File: src/rtl/mem_stage_lsu.sv
// mem_stage_lsu: memory-stage load/store unit driving a variable-latency data bus,
// with byte-enabled stores, sign/zero-extended loads and misaligned/illegal access flagging.
module mem_stage_lsu #(
    parameter int ADDR_WIDTH = 32,
    parameter int DATA_WIDTH = 32
) (
    input  logic                  clk_i,
    input  logic                  rst_ni,
    input  logic                  MemReadM_i,
    input  logic                  MemWriteM_i,
    input  logic [2:0]            funct3M_i,
    input  logic [ADDR_WIDTH-1:0] ALUResultM_i,
    input  logic [DATA_WIDTH-1:0] WriteDataM_i,
    output logic [DATA_WIDTH-1:0] ReadDataM_o,
    output logic                  StallM_o,
    output logic                  MisalignM_o,
    output logic                  mem_req_o,
    output logic                  mem_we_o,
    output logic [ADDR_WIDTH-1:0] mem_addr_o,
    output logic [DATA_WIDTH-1:0] mem_wdata_o,
    output logic [3:0]            mem_be_o,
    input  logic                  mem_gnt_i,
    input  logic                  mem_rvalid_i,
    input  logic [DATA_WIDTH-1:0] mem_rdata_i
);
    typedef enum logic [1:0] {IDLE, REQ, WAIT_R, DONE} state_t;
    state_t r_state, w_next;
    logic                  w_start, w_store, w_legal_f3, w_misal, w_bad, w_go;
    logic [DATA_WIDTH-1:0] w_wdata, w_shift, w_load;
    logic [3:0]            w_be;
    logic [ADDR_WIDTH-1:0] r_addr;
    logic [1:0]            r_off;
    logic [2:0]            r_f3;
    logic                  r_we;
    logic [DATA_WIDTH-1:0] r_wdata, r_rdata;
    logic [3:0]            r_be;

    // A simultaneous read and write is handled as a store.
    assign w_start    = MemReadM_i | MemWriteM_i;
    assign w_store    = MemWriteM_i;
    assign w_legal_f3 = w_store ? (funct3M_i inside {3'b000, 3'b001, 3'b010})
                                : (funct3M_i inside {3'b000, 3'b001, 3'b010, 3'b100, 3'b101});
    assign w_misal    = (funct3M_i[1:0] == 2'b01 && ALUResultM_i[0]) ||
                        (funct3M_i[1:0] == 2'b10 && ALUResultM_i[1:0] != 2'b00);
    assign w_bad      = w_start & (~w_legal_f3 | w_misal);
    assign w_go       = w_start & ~w_bad;

    assign w_wdata = funct3M_i[1:0] == 2'b00 ? {4{WriteDataM_i[7:0]}} :
                     funct3M_i[1:0] == 2'b01 ? {2{WriteDataM_i[15:0]}} : WriteDataM_i;
    assign w_be    = funct3M_i[1:0] == 2'b00 ? 4'b0001 << ALUResultM_i[1:0] :
                     funct3M_i[1:0] == 2'b01 ? 4'b0011 << ALUResultM_i[1:0] : 4'b1111;

    assign w_shift = mem_rdata_i >> {r_off, 3'b000};
    assign w_load  = r_f3 == 3'b000 ? {{24{w_shift[7]}}, w_shift[7:0]} :
                     r_f3 == 3'b001 ? {{16{w_shift[15]}}, w_shift[15:0]} :
                     r_f3 == 3'b100 ? {24'b0, w_shift[7:0]} :
                     r_f3 == 3'b101 ? {16'b0, w_shift[15:0]} : w_shift;

    always_ff @(posedge clk_i or negedge rst_ni) begin
        if (!rst_ni) r_state <= IDLE;
        else         r_state <= w_next;
    end

    always_comb begin
        w_next = r_state;
        case (r_state)
            IDLE:    w_next = w_go ? REQ : IDLE;
            REQ:     w_next = mem_gnt_i ? (r_we ? DONE : WAIT_R) : REQ;
            WAIT_R:  w_next = mem_rvalid_i ? DONE : WAIT_R;
            default: w_next = IDLE;
        endcase
    end

    always_comb begin
        mem_req_o   = r_state == REQ;
        StallM_o    = (r_state == IDLE && w_go) || r_state == REQ || r_state == WAIT_R;
        MisalignM_o = rst_ni && r_state == IDLE && w_bad;
    end

    always_ff @(posedge clk_i or negedge rst_ni) begin
        if (!rst_ni) begin
            r_addr  <= '0;
            r_off   <= '0;
            r_f3    <= '0;
            r_we    <= 1'b0;
            r_wdata <= '0;
            r_be    <= '0;
            r_rdata <= '0;
        end else begin
            if (r_state == IDLE && w_go) begin
                r_addr  <= {ALUResultM_i[ADDR_WIDTH-1:2], 2'b00};
                r_off   <= ALUResultM_i[1:0];
                r_f3    <= funct3M_i;
                r_we    <= w_store;
                r_wdata <= w_wdata;
                r_be    <= w_be;
            end
            if (r_state == WAIT_R && mem_rvalid_i) r_rdata <= w_load;
        end
    end

    assign mem_we_o    = r_we;
    assign mem_addr_o  = r_addr;
    assign mem_wdata_o = r_wdata;
    assign mem_be_o    = r_be;
    assign ReadDataM_o = r_rdata;
endmodule

File: config.mk
export PLATFORM = sky130hd
export DESIGN_NAME = mem_stage_lsu
export DESIGN_NICKNAME = d
export VERILOG_FILES = /design/src/rtl/mem_stage_lsu.sv
export SDC_FILE = /design/constraint.sdc
export NUM_CORES = 1
export LEC_CHECK = 0
export BUFFER_PORTS_ARGS = -buffer_cell sky130_fd_sc_hd__buf_2
export CORE_MARGIN = 2
export CORE_UTILIZATION = 25
export CTS_CLUSTER_SIZE = 28
export DETAILED_ROUTE_END_ITERATION = 12
export HOLD_SLACK_MARGIN = 0.03
export SETUP_SLACK_MARGIN = 0.3
export SYNTH_ARGS = -nofsm -noshare
export SYNTH_HDL_FRONTEND = slang
export SYNTH_SLANG_ARGS = --single-unit
File: constraint.sdc
create_clock -name clk_i -period 3.4 [get_ports clk_i]
set_input_delay 0.17 -clock clk_i [delete_from_list [all_inputs] [get_ports clk_i]]
set_output_delay 0.17 -clock clk_i [all_outputs]
set_load 0.02 [all_outputs]
==> results_dict.tcl <==
set metrics [dict create \
    status "finished, final reports clean" \
    critPathLaunch "r_off[1]" \
    cp-end-kind "flop" \
    worst_slew_pin_slew_ns 0.958 \
    synthArstFlopShare 1.00 \
    via_count 4260 \
    fillers 2065 \
    gp_congestion 0.755 \
    drc 0 \
    critical_path.cell_chain "buf_4 > nor2b_1 > a2bb2oi_1 > nor2_1 > o22a_1" \
    rrSetupSlack_ns 1.48 \
    crit_slowest_cell "dfrtp_1" \
    total_power_mw 6.52 \
    cts_hold_buffers 19 \
    worst_ep_required_time_ns 3.69 \
    synth-seq-cells 106 \
    startpoint_type "flop" \
    clock-sinks 106 \
    grt_pass1_vias 4328 \
    syn-instance-count 440 \
    gr-total-overflow 0 \
    die_y_microns 148 \
    dieArea_sq_mm 0.0219 \
    netlist.area_leader.share 0.512 \
    fmax_mhz 520 \
    yosysUniqueCellTypes 35 \
    worstSkewPairLatency_ns 0.35 \
    antenna_found_initial 2 \
    yosys_most_used_dff "dfrtp_1" \
    synth_area_sq_mm 0.00518 \
    cts_setup_buffers 0 \
    timing.rr.end "ReadDataM_o[8]" \
    min_path_type "primary input to flop" \
    drive_gt1_frac 0.504 \
    cp-endpoint "ReadDataM_o[8]" \
    clk_pin_slew_ns 0.08 \
    p_per_area_mw_per_mm2 936 \
    drt_iter0_markers 179 \
    post_drt_via_cell_ratio 4.58 \
    peakVddDrop_mv 0.368 \
    avgSynthCellArea_sq_um 11.8 \
    drtPass1Iterations 4 \
    slew_headroom 0.359 \
    worstRegToRegCells 5 \
    yosysMostFrequentCell "dfrtp_1" \
    synth_top_cells_by_count "dfrtp_1, mux2_2, o21ai_0" \
    fin_crit_ns 1.92 \
    crit_type "flop to flop" \
    io_buffers 206 \
    tns_ns 0 \
    layout.nets 763 \
    synth-seq-area-share 0.512 \
    rr_startpoint "r_off[1]" \
    cap_violations 0 \
    coreArea_sq_mm 0.0203 \
    cts-root-buf "clkbuf_16" \
    rows 52 \
    wl_per_cell_microns 16.1 \
    finalCritPeriodShare 0.565 \
    ant_nets 0 \
    h-tree-depth 3 \
    grt_setup_unrepaired "no" \
    die_x_microns 148 \
    routed_wirelength_microns 15000 \
    grt_max_degree 52 \
    fin_worst_skew_ns 0.00729 \
    critPathMaxStageDelay_ns 0.75 \
    cts_tree "yes" \
    synth.area.top_cells "dfrtp_1, mux2_2, o21ai_0" \
    setup_viol_count_final 0 \
    hpwl_microns 10700 \
    critPathMaxFanout 18 \
    synth_edf_count 0 \
    cts_made_buffers 9 \
    hold_viol 0 \
    cp.arrival_ns 2.21 \
    io_pins 209 \
    clock_path_buffers 2 \
    yosys_warnings 0 \
    grt_pass1_wl_microns 23600 \
    grt_use_total 0.137 \
    area_delta_synth_final_pct 34.5 \
    start_util 0.255 \
    yosys.area.top_type "dfrtp_1" \
    slew_viol_final 0 \
    cts_resized 0 \
    p_leak_nw 3.26 \
]
-- cell usage in the layout, fill, tap and decap left out, types with 2 or more instances in the layout --
master,n
buf_2,205
dfrtp_1,106
mux2_2,95
o21ai_0,51
mux2i_1,24
nand2_1,23
nor2_1,19
dlygate4sd3_1,19
o21ai_1,17
a22oi_1,16
buf_4,10
clkbuf_16,9
o22a_1,8
a2bb2oi_1,7
a21oi_1,7
inv_1,6
nor2b_1,4
ha_1,4
nor3_1,3
nand3b_1,3
nor3b_2,2
nand2b_1,2
conb_1,2
inv_6,2
clkinv_4,2
-- cell type report --
| cell class | count | area [sq um] | area share |
|---|---|---|---|
| flip-flops and latches | 106 | 2650 | 0.381 |
| well taps | 270 | 338 | 0.0485 |
| diodes | 1 | 2.50 | 0.000359 |
| clock inverters | 6 | 72.6 | 0.0104 |
| inverters | 6 | 22.5 | 0.00323 |
| repair buffers | 234 | 1290 | 0.185 |
| multi-input cells | 297 | 2350 | 0.337 |
| clock buffers | 10 | 239 | 0.0343 |
-- flip-flops by register name (all words and copies together), names as in the netlist --
| register | flops |
|---|---|
| ReadDataM_o | 32 |
| mem_addr_o | 30 |
| mem_be_o | 4 |
| mem_wdata_o | 32 |
| mem_we_o | 1 |
| r_f3 | 3 |
| r_off | 2 |
| r_state | 2 |
-- kinds of logic (layout without fill, tap and decap cells) --
logic type	count (synthesis)	count (layout)	synth area share
fa+ha+maj	4	4	0.00966
buf+inv	38	256	0.0362
mux	120	120	0.257
simple gates	59	59	0.0522
xor+xnor	1	1	0.00169
other cells	1	3	0.000724
compound gates	111	111	0.130
flops	106	106	0.512
-- how the worst min path moves through the flow --
stage / to / startpoint / depth (start not counted) / slack (ns)
2_1_floorplan: ReadDataM_o[0] / rst_ni / 0 / -0.13
6_report: mem_addr_o[23] / ALUResultM_i[23] / 2 / 0.05
3_5_place_dp: ReadDataM_o[20] / rst_ni / 1 / 0.25
5_1_grt: mem_addr_o[20] / ALUResultM_i[20] / 2 / 0.03
4_1_cts: mem_addr_o[23] / ALUResultM_i[23] / 2 / 0.03
3_3_place_gp: ReadDataM_o[20] / rst_ni / 1 / 0.26
-- metal layers --
| layer | up-vias | routed length [microns] | track usage |
|---|---|---|---|
| li1 | 2015 | - | - |
| met1 | 2050 | 6540 | 0.181 |
| met2 | 178 | 6920 | 0.213 |
| met3 | 15 | 1290 | 0.0414 |
| met4 | 2 | 205 | 0.0452 |
| met5 | - | 16 | 0 |
-- per-stage QoR --
stage	setup WS [ns]	std cells	cell area, sq um	util	hold WS [ns]
final	1.48	930	6970	0.343	0.0494
after global routing	1.29	929	6970	0.343	0.0316
after CTS	1.44	929	6970	0.343	0.0308
after detailed placement	1.38	894	6460	0.318	0.253
after global placement	1.39	894	6460	0.318	0.260
after floorplan	1.79	441	5180	-	-0.126
-- critical path: cells and delay by family (launching register included) --
| kind | cells | cell delay (ns) |
|---|---|---|
| compound gates | 2 | 0.26 |
| simple gates | 2 | 0.55 |
| buf+inv | 1 | 0.28 |
| flops | 1 | 0.75 |
-- report_power, final --
group	internal (mW)	leakage (nW)	switching [mW]
clock	0.600	0.150	0.508
sequential	1.88	1.24	0.386
combinational	1.30	1.87	1.85
Power figures use the tool's default switching activity.
